File: src/rtl/demux_1a2_fifo_pkg.sv
// Shared constants for the alternating 1-to-2 demultiplexer and its lane FIFOs.
package demux_pkg;

  localparam int DATA_W_DEF = 8;
  localparam int DEPTH_DEF  = 4;

  // Lane indices, also the encoding of the internal selector bit.
  localparam logic LANE0 = 1'b0;
  localparam logic LANE1 = 1'b1;

  // Lane that follows the given one in strict alternation.
  function automatic logic next_lane(input logic lane);
    return (lane == LANE0) ? LANE1 : LANE0;
  endfunction

endpackage

File: src/rtl/demux_1a2_fifo_if.sv
// Handshake and lane-output bundle between the upstream stage, the demux and the lane consumers.
interface demux_1a2_fifo_if
  import demux_pkg::*;
#(
  parameter int DATA_W = DATA_W_DEF
);

  logic [DATA_W-1:0] data_in;
  logic              valid_in;
  logic              ready_in;
  logic [DATA_W-1:0] data_out0;
  logic              valid_out0;
  logic              pop0;
  logic [DATA_W-1:0] data_out1;
  logic              valid_out1;
  logic              pop1;
  logic              full0;
  logic              full1;

  // Upstream producer and lane consumers.
  modport master (
    output data_in, valid_in, pop0, pop1,
    input  ready_in, data_out0, valid_out0, data_out1, valid_out1, full0, full1
  );

  // The demux itself.
  modport slave (
    input  data_in, valid_in, pop0, pop1,
    output ready_in, data_out0, valid_out0, data_out1, valid_out1, full0, full1
  );

endinterface

File: src/rtl/demux_1a2_fifo_fifo_sync.sv
// First-word-fall-through synchronous FIFO whose output reads as zero while empty.
module fifo_sync
  import demux_pkg::*;
#(
  parameter int DATA_W = DATA_W_DEF,
  parameter int DEPTH  = DEPTH_DEF
) (
  input  logic                       clk,
  input  logic                       reset,
  input  logic                       push,
  input  logic [DATA_W-1:0]          push_data,
  input  logic                       pop,
  output logic [DATA_W-1:0]          data_out,
  output logic                       empty,
  output logic                       full,
  output logic [$clog2(DEPTH):0]     count
);

  localparam int PTR_W = $clog2(DEPTH);
  localparam int CNT_W = PTR_W + 1;

  logic [DATA_W-1:0] mem_q [DEPTH];
  logic [DATA_W-1:0] mem_d [DEPTH];
  logic [PTR_W-1:0]  wr_ptr_q, wr_ptr_d;
  logic [PTR_W-1:0]  rd_ptr_q, rd_ptr_d;
  logic [CNT_W-1:0]  count_q, count_d;
  logic              do_push;
  logic              do_pop;

  assign empty    = (count_q == '0);
  assign full     = (count_q == CNT_W'(DEPTH));
  assign count    = count_q;
  assign data_out = empty ? '0 : mem_q[rd_ptr_q];

  // A push into a full FIFO or a pop from an empty one is dropped, so the count never leaves 0..DEPTH.
  assign do_push = push & ~full;
  assign do_pop  = pop & ~empty;

  // Next-state for storage, pointers and occupancy; pointers wrap because DEPTH is a power of two.
  always_comb begin
    mem_d    = mem_q;
    wr_ptr_d = wr_ptr_q;
    rd_ptr_d = rd_ptr_q;
    count_d  = count_q;
    if (do_push) begin
      mem_d[wr_ptr_q] = push_data;
      wr_ptr_d        = wr_ptr_q + PTR_W'(1);
    end
    if (do_pop) begin
      rd_ptr_d = rd_ptr_q + PTR_W'(1);
    end
    case ({do_push, do_pop})
      2'b10:   count_d = count_q + CNT_W'(1);
      2'b01:   count_d = count_q - CNT_W'(1);
      default: count_d = count_q;
    endcase
  end

  // Pointer and occupancy registers; reset empties the FIFO and ignores that cycle's push/pop.
  always_ff @(posedge clk) begin
    if (reset) begin
      wr_ptr_q <= '0;
      rd_ptr_q <= '0;
      count_q  <= '0;
    end else begin
      wr_ptr_q <= wr_ptr_d;
      rd_ptr_q <= rd_ptr_d;
      count_q  <= count_d;
    end
  end

  // Storage array; left unreset because empty entries are never visible on data_out.
  always_ff @(posedge clk) begin
    mem_q <= mem_d;
  end

endmodule

File: src/rtl/demux_1a2_fifo.sv
// Alternating 1-to-2 demux: each accepted word goes to the lane after the previous one.
module demux_1a2_fifo
  import demux_pkg::*;
#(
  parameter int DATA_W = DATA_W_DEF,
  parameter int DEPTH  = DEPTH_DEF
) (
  input  logic             clk,
  input  logic             reset,
  demux_1a2_fifo_if.slave  bus
);

  localparam int CNT_W = $clog2(DEPTH) + 1;

  logic             sel_q, sel_d;
  logic             accept;
  logic             push0, push1;
  logic             empty0, empty1;
  logic             lane_full0, lane_full1;
  logic [CNT_W-1:0] count0, count1;
  logic             count_unused;

  // A full target lane stalls the input even if that lane is popped this cycle, so ready depends on registered state only.
  assign bus.ready_in = ~(sel_q == LANE0 ? lane_full0 : lane_full1) & ~reset;
  assign accept       = bus.valid_in & bus.ready_in;
  assign push0        = accept & (sel_q == LANE0);
  assign push1        = accept & (sel_q == LANE1);

  assign bus.valid_out0 = ~empty0;
  assign bus.valid_out1 = ~empty1;
  assign bus.full0      = lane_full0;
  assign bus.full1      = lane_full1;

  // Occupancy counts are not needed for the handshake.
  assign count_unused = ^{count0, count1};

  // The selector advances only on an accepted word, so a stalled word keeps its lane.
  always_comb begin
    sel_d = sel_q;
    if (accept) begin
      sel_d = next_lane(sel_q);
    end
  end

  // Selector register; reset restarts alternation at lane 0.
  always_ff @(posedge clk) begin
    if (reset) begin
      sel_q <= LANE0;
    end else begin
      sel_q <= sel_d;
    end
  end

  fifo_sync #(
    .DATA_W (DATA_W),
    .DEPTH  (DEPTH)
  ) u_lane0 (
    .clk       (clk),
    .reset     (reset),
    .push      (push0),
    .push_data (bus.data_in),
    .pop       (bus.pop0),
    .data_out  (bus.data_out0),
    .empty     (empty0),
    .full      (lane_full0),
    .count     (count0)
  );

  fifo_sync #(
    .DATA_W (DATA_W),
    .DEPTH  (DEPTH)
  ) u_lane1 (
    .clk       (clk),
    .reset     (reset),
    .push      (push1),
    .push_data (bus.data_in),
    .pop       (bus.pop1),
    .data_out  (bus.data_out1),
    .empty     (empty1),
    .full      (lane_full1),
    .count     (count1)
  );

endmodule

File: src/flat_wrapper.sv
// flat-port wrapper written by rule: the top's interface ports become plain ports
module demux_1a2_fifo_flat import demux_pkg::*;
#(
  parameter int DATA_W = DATA_W_DEF,
  parameter int DEPTH  = DEPTH_DEF
)
  (clk, reset, bus_data_in, bus_valid_in, bus_pop0, bus_pop1, bus_ready_in, bus_data_out0, bus_valid_out0, bus_data_out1, bus_valid_out1, bus_full0, bus_full1);
  demux_1a2_fifo_if #(.DATA_W(DATA_W)) bus_i ();
  input  logic clk;
  input  logic reset;
  input wire logic [$bits(bus_i.data_in)-1:0] bus_data_in;
  input wire logic [$bits(bus_i.valid_in)-1:0] bus_valid_in;
  input wire logic [$bits(bus_i.pop0)-1:0] bus_pop0;
  input wire logic [$bits(bus_i.pop1)-1:0] bus_pop1;
  output wire logic [$bits(bus_i.ready_in)-1:0] bus_ready_in;
  output wire logic [$bits(bus_i.data_out0)-1:0] bus_data_out0;
  output wire logic [$bits(bus_i.valid_out0)-1:0] bus_valid_out0;
  output wire logic [$bits(bus_i.data_out1)-1:0] bus_data_out1;
  output wire logic [$bits(bus_i.valid_out1)-1:0] bus_valid_out1;
  output wire logic [$bits(bus_i.full0)-1:0] bus_full0;
  output wire logic [$bits(bus_i.full1)-1:0] bus_full1;
  assign bus_i.data_in = bus_data_in;
  assign bus_i.valid_in = bus_valid_in;
  assign bus_i.pop0 = bus_pop0;
  assign bus_i.pop1 = bus_pop1;
  assign bus_ready_in = bus_i.ready_in;
  assign bus_data_out0 = bus_i.data_out0;
  assign bus_valid_out0 = bus_i.valid_out0;
  assign bus_data_out1 = bus_i.data_out1;
  assign bus_valid_out1 = bus_i.valid_out1;
  assign bus_full0 = bus_i.full0;
  assign bus_full1 = bus_i.full1;
  demux_1a2_fifo #(.DATA_W(DATA_W), .DEPTH(DEPTH)) u_core (.clk(clk), .reset(reset), .bus(bus_i));
endmodule
File: config.mk
export PLATFORM = sky130hd
export DESIGN_NAME = demux_1a2_fifo_flat
export DESIGN_NICKNAME = d
export VERILOG_FILES = /design/src/rtl/demux_1a2_fifo_pkg.sv /design/src/rtl/demux_1a2_fifo_if.sv /design/src/rtl/demux_1a2_fifo_fifo_sync.sv /design/src/rtl/demux_1a2_fifo.sv /design/src/flat_wrapper.sv
export SDC_FILE = /design/constraint.sdc
export NUM_CORES = 1
export LEC_CHECK = 0
export ABC_CLOCK_PERIOD_IN_PS = 2250
export BUFFER_PORTS_ARGS = -buffer_cell sky130_fd_sc_hd__buf_2
export CAP_MARGIN = 20
export CORE_AREA = 2 2 72 101
export CTS_CLUSTER_SIZE = 25
export DETAILED_ROUTE_END_ITERATION = 16
export DIE_AREA = 0 0 74 103
export GPL_TIMING_DRIVEN = 0
export PLACE_DENSITY_LB_ADDON = 0.2
export SLEW_MARGIN = 20
export SYNTH_ARGS = -nofsm -noshare
export SYNTH_HDL_FRONTEND = slang
export SYNTH_SLANG_ARGS = --single-unit
File: constraint.sdc
create_clock -name clk -period 2.25 [get_ports clk]
set_input_delay 0.225 -clock clk [delete_from_list [all_inputs] [get_ports clk]]
set_output_delay 0.225 -clock clk [all_outputs]
set_load 0.02 [all_outputs]
==> run metrics, run 1 <==
area fraction in and, or, nand and nor cells after synthesis 0.0954; outcome finished, final reports clean; CTS Buf Count 9; power per cell area 975 nW/µm²; share of the synthesized area in compound gates (AO/OA/AOI/OAI) 0.0386; setup repair after global routing missed its margin true; worst reg2reg startpoint u_core.u_lane0.count[1]; critical register-to-register path endpoint u_core.u_lane0.count[2]; Net Count, Synth 238; final count of hold timing violations 0; Setup crit end kind flip-flop; total grt overflow 0; Die Span X 74 µm; static leakage 1.47 nW; post-detail-place hpwl 3640 µm; Final Skew 0.0107 ns; number of buffers on the longest clock path 2; Synth top area share 0.570; largest net degree at the start of global routing 13; fraction of final layout cells with drive strength greater than 1 0.387; largest fanout on the critical path 2; number of input and output port buffers inserted 32; Register-to-Register Path Depth 9; die height 103 µm; max frequency 0.454 GHz; clock sink total 79; Post-Route WL 5570 µm; Hold Path Cell Cnt 2; count of routing violations after the opening detailed-route iteration 114; die area 7620 µm²; Worst setup SP type flip-flop; Core Box Area 6800 µm²; number of warnings printed during yosys synthesis 0; proportion of synthesized chip area in sequential cells 0.659; CP arrival 2.48 ns; share of the synthesized netlist area taken by xor and xnor gates 0.0156; antenna cell count 0; routed via count 1825; crit path time final 2.20 ns; gate count of the mapped netlist 213; top cells by area in the synthesized netlist sky130_fd_sc_hd__edfxtp_1 57%, sky130_fd_sc_hd__mux4_2 11%, sky130_fd_sc_hd__dfxtp_1 8.9%; critical path required time 2.53 ns; first-pass GRT wire length 8670 µm; type of the worst min-delay path primary input to flip-flop; overall track demand over capacity in global routing 0.164; Final Net Count 290; pin slew with the least headroom to its limit 0.574 ns; gp weighted congestion 0.770; final design utilization 0.588; Hold Buf Count CTS 0; cell total after placement 340; P&R area growth vs syn 18.6%; largest voltage drop on the vdd net 0.388 mV; dominant cell type by area after synthesis sky130_fd_sc_hd__edfxtp_1; Cell Rows 36; share of cell area taken by muxes after synthesis 0.107; final clock period utilization by the worst path 0.980; post-route DRC violation count 0; setup TNS 0 ns; clock tree from TritonCTS built; Crit Path Category flip-flop to flip-flop; largest family of logic cells by synthesized area multiplexers; area share of fa/ha/maj cells after synthesis 0.0490; wire per inst 15.3 µm; starting density of the core 0.495; Synth Area per Inst 15.8 µm²; netlist area before placement 3370 µm²; Total Power 0.00390 W; post-layout worst setup margin 0.0450 ns; source-to-sink clock delay at the later pin of the worst-skew pair 0.36 ns; ratio of routed vias to standard cells 5.01; Clk Tree Root Cell sky130_fd_sc_hd__clkbuf_8; clock slew at reported path FFs 0.08 ns; max-cap check violation count 0; initial antenna violation count 0; worst min-delay path endpoint u_core.sel_q; Setup Slack @ Placement -0.124 ns; remaining antenna violation count 0; reg-to-reg slack, setup 0.05 ns; number of setup violations in the final report 0; unique cell type count in the Yosys netlist 32; final non-filler cell total 364; number of synthesized register bits 79; # fillers 545; Initial DRT Pass Iterations 4; # IOs 34; H-tree lvl count 3; worst slew margin relative to its limit 0.617; via count of the first global-routing pass 1780; Max Transition Viols Final 0; Min-Delay Startpoint bus_valid_in
[cells by family (layout without fill, tap and decap cells)]
group	count (synthesis)	in the layout
xor gates and xnor gates	6	6
buffers and inverters	28	84
DFF	79	79
adders and majority gates	12	12
muxes	16	16
AOI/OAI and AO/OA	19	19
and+or+nand+nor	53	53
[registers in the layout (all words and copies together) (netlist names)]
register and count:
u_core.u_lane1.count 3, u_core.u_lane0.mem_q 32, u_core.u_lane1.mem_q 32, u_core.u_lane0.count 3, u_core.u_lane1.wr_ptr_q 2, u_core.sel_q 1, u_core.u_lane0.rd_ptr_q 2, u_core.u_lane1.rd_ptr_q 2
u_core.u_lane0.wr_ptr_q 2
[Yosys cell counts, drive strengths merged]
cell type / count
a211oi: 1
a21oi: 7
a311oi: 1
and2: 2
and3: 8
and3b: 1
buf: 5
clkbuf: 5
dfxtp: 15
edfxtp: 64
fa: 2
ha: 10
inv: 18
mux4: 16
nand2: 2
nand2b: 2
nand3: 4
nor2: 9
nor2b: 16
nor3: 2
nor3b: 1
o21ai: 6
o31ai: 4
or3: 4
or3b: 2
xor2: 6
[cell type report]
class	count	area, µm²	share of cell area
Sequential cell	79	2230	0.558
Clock buffer	11	151	0.0379
Inverter	18	70.1	0.0175
Timing Repair Buffer	43	243	0.0607
Multi-Input combinational cell	106	1080	0.270
Tap cell	95	119	0.0297
Buffer	8	33.8	0.00845
Clock inverter	4	68.8	0.0172
[worst max-delay path by stage]
stage	from	end	slack (ns)
4_1_cts	u_core.u_lane1.count[2]	u_core.u_lane1.count[2]	0.005
6_report	u_core.u_lane0.count[1]	u_core.u_lane0.count[2]	0.05
3_3_place_gp	u_core.u_lane0.count[1]	u_core.u_lane0.count[2]	-0.08
3_5_place_dp	u_core.u_lane0.count[1]	u_core.u_lane0.count[2]	-0.12
2_1_floorplan	u_core.u_lane0.count[1]	u_core.u_lane0.count[2]	0.01
5_1_grt	u_core.u_lane0.count[1]	u_core.u_lane0.count[2]	-0.03
[power breakdown]
part	leakage, nW	internal, W	total (W)	switching [W]
sequential	0.703	0.00166	0.00170	0.0000325
combinational	0.655	0.000458	0.00106	0.000603
clock	0.113	0.000673	0.00114	0.000469
total	1.47	0.00279	0.00390	0.00111
[per-stage QoR]
| stage | area (µm²) | hold WS (ns) |
|---|---|---|
| 3_5_place_dp | 3680 | 0.468 |
| 2_1_floorplan | 3400 | 0.324 |
| 3_3_place_gp | 3680 | 0.462 |
| 5_1_grt | 4000 | 0.113 |
| 6_report | 4000 | 0.0954 |
| 4_1_cts | 3970 | 0.0838 |
[worst max-delay path: stages, from the launching register on]
cell	delay [ns]
sky130_fd_sc_hd__dfxtp_2	0.32
sky130_fd_sc_hd__or3b_4	0.40
sky130_fd_sc_hd__and2_4	0.16
sky130_fd_sc_hd__inv_4	0.05
sky130_fd_sc_hd__ha_4	0.12
sky130_fd_sc_hd__inv_2	0.03
sky130_fd_sc_hd__fa_2	0.36
sky130_fd_sc_hd__xor2_2	0.18
sky130_fd_sc_hd__or3_1	0.37
sky130_fd_sc_hd__a21oi_1	0.13
[routing by layer]
layer | GRT usage | share of wire | up-vias
li1 | - | - | 884
met1 | 0.187 | 0.40 | 890
met2 | 0.263 | 0.52 | 37
met3 | 0.0391 | 0.036 | 14
met4 | 0.123 | 0.042 | 0
met5 | 0 | 0 | -
[timing repair]
| item | 4_1_cts | 5_1_grt |
|---|---|---|
| endpoints found under the hold margin | 0 | 0 |
| pin swaps | 5 | 5 |
| gates resized for setup | 8 | 5 |
| cloned | 0 | 0 |
| setup endpoints to repair | 3 | 2 |
| buffers inserted | 8 | 3 |
[layout by cell type, fill, tap and decap left out, types with 2 or more instances in the layout]
master                      count
sky130_fd_sc_hd__clkbuf_8      11
sky130_fd_sc_hd__fa_2           2
sky130_fd_sc_hd__o31ai_1        2
sky130_fd_sc_hd__ha_4           2
sky130_fd_sc_hd__o21ai_0        4
sky130_fd_sc_hd__and3_1         4
sky130_fd_sc_hd__buf_4         11
sky130_fd_sc_hd__or3_1          3
sky130_fd_sc_hd__bufinv_16      2
sky130_fd_sc_hd__xor2_1         5
sky130_fd_sc_hd__clkbuf_1       5
sky130_fd_sc_hd__dfxtp_1        9
sky130_fd_sc_hd__dfxtp_2        5
sky130_fd_sc_hd__nor2_1         9
sky130_fd_sc_hd__nand2_1        2
sky130_fd_sc_hd__buf_2         35
sky130_fd_sc_hd__inv_2          3
sky130_fd_sc_hd__mux4_2        16
sky130_fd_sc_hd__a21oi_1        6
sky130_fd_sc_hd__nor3_1         2
sky130_fd_sc_hd__nand3_1        4
sky130_fd_sc_hd__nand2b_1       2
sky130_fd_sc_hd__edfxtp_1      64
sky130_fd_sc_hd__or3b_4         2
sky130_fd_sc_hd__inv_1         14
sky130_fd_sc_hd__ha_1           8
sky130_fd_sc_hd__and2_4         2
sky130_fd_sc_hd__o21ai_1        2
sky130_fd_sc_hd__and3_2         4
sky130_fd_sc_hd__nor2b_1       16
(Power assumes the default switching activity.)
==> run 2, diff against run 1 <==
--- a/config.mk
+++ b/config.mk
@@ -5,6 +5,7 @@
 export SDC_FILE = /design/constraint.sdc
 export NUM_CORES = 1
 export LEC_CHECK = 0
+export ABC_AREA = 1
 export ABC_CLOCK_PERIOD_IN_PS = 2250
 export BUFFER_PORTS_ARGS = -buffer_cell sky130_fd_sc_hd__buf_2
 export CAP_MARGIN = 20
@@ -14,7 +15,6 @@
 export DIE_AREA = 0 0 74 103
 export GPL_TIMING_DRIVEN = 0
 export PLACE_DENSITY_LB_ADDON = 0.2
-export SLEW_MARGIN = 20
 export SYNTH_ARGS = -nofsm -noshare
 export SYNTH_HDL_FRONTEND = slang
 export SYNTH_SLANG_ARGS = --single-unit
==> run 2 against run 1 <==
Critical endpoint unchanged. Wire length increased by 20%. Sequential share of layout area increased by 1.5 points. Sequential power about the same. Largest cell class unchanged. Worst hold slack improved by 0.032 ns. Clock power decreased by 25%. Clock-buffer cell count increased by 5. Total power increased by 1.2%. Global-route usage increased by 2.7 points. Final area decreased by 3.0%. Highest routed layer unchanged. Clock skew decreased by 0.0064 ns.
==> run metrics, run 2 <==
outcome finished, final reports clean; post-route DRC violation count 0; leading cell type by number of instances after synthesis sky130_fd_sc_hd__nor2_1; # IOs 34; gp weighted congestion 0.742; buffers and inverters on the worst path 1; power per cell area 1020 nW/µm²; H-tree lvl count 3; max-cap check violation count 0; Final Skew 0.00431 ns; most heavily used metal layer in global routing met2; Largest regs u_core.u_lane0.mem_q: 32 flops, u_core.u_lane1.mem_q: 32 flops; commonest non-fill, non-tap cell in the layout sky130_fd_sc_hd__nor2_1; most common flop cell mapped by yosys sky130_fd_sc_hd__edfxtp_1; Sw Pwr 0.00144 W; number of input and output port buffers inserted 33; Die Span X 74 µm; Setup Slack @ Placement 0.241 ns; clock sink total 79; total grt overflow 0; largest net degree at the start of global routing 12; critical path required time 2.47 ns; Worst path max stage delay 0.45 ns; Setup crit end kind flip-flop; most used cells in the layout excluding fill and tap cells 87 x sky130_fd_sc_hd__nor2_1, 64 x sky130_fd_sc_hd__edfxtp_1, 35 x sky130_fd_sc_hd__buf_2; antenna cell count 0; CTS Buf Count 9; portion of total power attributed to the clock network 0.216; met2 routing resource usage after global routing 0.315; unique cell type count in the Yosys netlist 21; wire per inst 14.4 µm; Net Count, Synth 346; remaining antenna violation count 0; cell type of the slowest stage on the worst timing path sky130_fd_sc_hd__fa_1; post-detail-place hpwl 4470 µm; Core Box Area 6800 µm²; overall track demand over capacity in global routing 0.190; dominant cell type by area after synthesis sky130_fd_sc_hd__edfxtp_1; Internal Power 0.00251 W; # fillers 592; clock slew at reported path FFs 0.07 ns; sequential share of power 0.433; post-cts gate resize count 0; initial antenna violation count 0; Crit Path Category flip-flop to flip-flop; Worst setup SP type flip-flop; crit path time final 2.00 ns; Synth Area per Inst 10.7 µm²; Post-Route WL 6680 µm; Synth top area share 0.558; worst slew margin relative to its limit 0.434; buffers inserted during post-CTS setup optimization 0; switching power as a share of total power 0.364; routed via count 2296; Final Net Count 390; Clk Tree Root Cell sky130_fd_sc_hd__clkbuf_8; combinational group share of total power 0.351; Initial DRT Pass Iterations 4; P&R area growth vs syn 12.6%; number of enable flip-flop cells after synthesis 64; met3 Track Usage GR 0.0352; ratio of routed vias to standard cells 4.94; reg-to-reg slack, setup 0.25 ns; type of the worst min-delay path primary input to flip-flop; number of warnings printed during yosys synthesis 0; count of routing violations after the opening detailed-route iteration 167; final clock period utilization by the worst path 0.889; cell-by-cell trace of the critical path nor2_1 -> nand2_1 -> nand4_4 -> ha_1 -> inv_1 -> fa_1 -> nand2_1 -> nand3_1 -> o21ai_0 -> a21oi_1; static leakage 1.54 nW; largest fanout on the critical path 9; final count of hold timing violations 0; via count of the first global-routing pass 2133; post-layout worst setup margin 0.250 ns; starting density of the core 0.506; Hold Buf Count CTS 0; CP arrival 2.23 ns; die height 103 µm; proportion of synthesized chip area in sequential cells 0.645; number of setup violations in the final report 0; pin slew with the least headroom to its limit 0.847 ns; max frequency 0.500 GHz; setup TNS 0 ns; fraction of final layout cells with drive strength greater than 1 0.159; share of flip-flops with an asynchronous set or reset 0; top cells by count, synth 87 x sky130_fd_sc_hd__nor2_1, 64 x sky130_fd_sc_hd__edfxtp_1, 31 x sky130_fd_sc_hd__inv_1, 31 x sky130_fd_sc_hd__o21ai_0, 27 x sky130_fd_sc_hd__a21oi_1; Top Family by Delay on Critical Path simple AND/OR/NAND/NOR gates; netlist area before placement 3440 µm²; die area 7620 µm²; number of buffers on the longest clock path 2; first-pass GRT wire length 10300 µm; setup repair after global routing missed its margin false; gate count of the mapped netlist 321; Cell Rows 36; largest voltage drop on the vdd net 0.551 mV; most repeated library cell on the critical path sky130_fd_sc_hd__nand2_1; fraction of met1 tracks used by global routing 0.233; Max Transition Viols Final 0; source-to-sink clock delay at the later pin of the worst-skew pair 0.34 ns; clock tree from TritonCTS built; number of synthesized register bits 79; top cells by area in the synthesized netlist sky130_fd_sc_hd__edfxtp_1 56%, sky130_fd_sc_hd__nor2_1 9.5%, sky130_fd_sc_hd__dfxtp_1 8.7%
[run 2: cell count changes after synthesis, sizes merged, moves of 20 or more]
cell / before / now
a21oi: 7 / 27
nand2: 2 / 22
o21ai: 6 / 42
nor2: 9 / 87
[run 2: cell type report]
class	instances	area, µm²	share of cell area
sequential	79	2220	0.573
multi-input combinational	197	996	0.257
timing repair buffer	33	165	0.0426
clock buffer	16	150	0.0387
inverter	36	138	0.0355
tap	95	119	0.0306
buffer	9	88.8	0.0229
[run 2: power by group through the flow]
stage          Clock (W)  Sequential (W)  Combinational (W)
5_1_grt         0.000946         0.00172            0.00153
4_1_cts         0.000878         0.00171            0.00139
6_report        0.000853         0.00171            0.00138
3_3_place_gp           0         0.00174            0.00137
3_5_place_dp           0         0.00174            0.00139
2_1_floorplan          0         0.00173           0.000968
[run 2: per-stage QoR]
step	utilization	total power, W	hold WS (ns)	cell area, µm²	instances
detailed placement	0.548	0.00313	0.485	3730	449
global placement	0.548	0.00310	0.478	3730	449
floorplan	-	0.00270	0.294	3440	321
CTS	0.570	0.00398	0.114	3880	465
global route	0.570	0.00419	0.133	3880	465
finish	0.570	0.00395	0.127	3880	465
[run 2: worst reg2reg max path: stages (launching register included)]
cell	delay, ns
sky130_fd_sc_hd__dfxtp_1	0.32
sky130_fd_sc_hd__nor2_1	0.19
sky130_fd_sc_hd__nand2_1	0.14
sky130_fd_sc_hd__nand4_4	0.14
sky130_fd_sc_hd__ha_1	0.19
sky130_fd_sc_hd__inv_1	0.08
sky130_fd_sc_hd__fa_1	0.45
sky130_fd_sc_hd__nand2_1	0.09
sky130_fd_sc_hd__nand3_1	0.09
sky130_fd_sc_hd__o21ai_0	0.15
sky130_fd_sc_hd__a21oi_1	0.06
[run 2: logic make-up after synthesis]
group | synth area share
AO/OA/AOI/OAI | 0.100
adder cells (fa/ha/maj) | 0.0479
buffers and inverters | 0.0657
flip-flops | 0.645
AND/OR/NAND/NOR | 0.141
[run 2: worst paths after layout]
kind                                 from                          to  cells after the start
setup / recovery  u_core.u_lane0.count[0]     u_core.u_lane0.count[2]                     10
hold / removal                      reset  u_core.u_lane1.rd_ptr_q[1]                      2
setup reg to reg  u_core.u_lane0.count[0]     u_core.u_lane0.count[2]                     10
hold reg to reg   u_core.u_lane1.count[2]     u_core.u_lane1.count[2]                      2
[run 2: per-layer routing]
layer,routed length (µm),part of all wire
met2,3490,0.52
met3,264,0.040
met5,0,0
met1,2810,0.42
met4,109,0.016
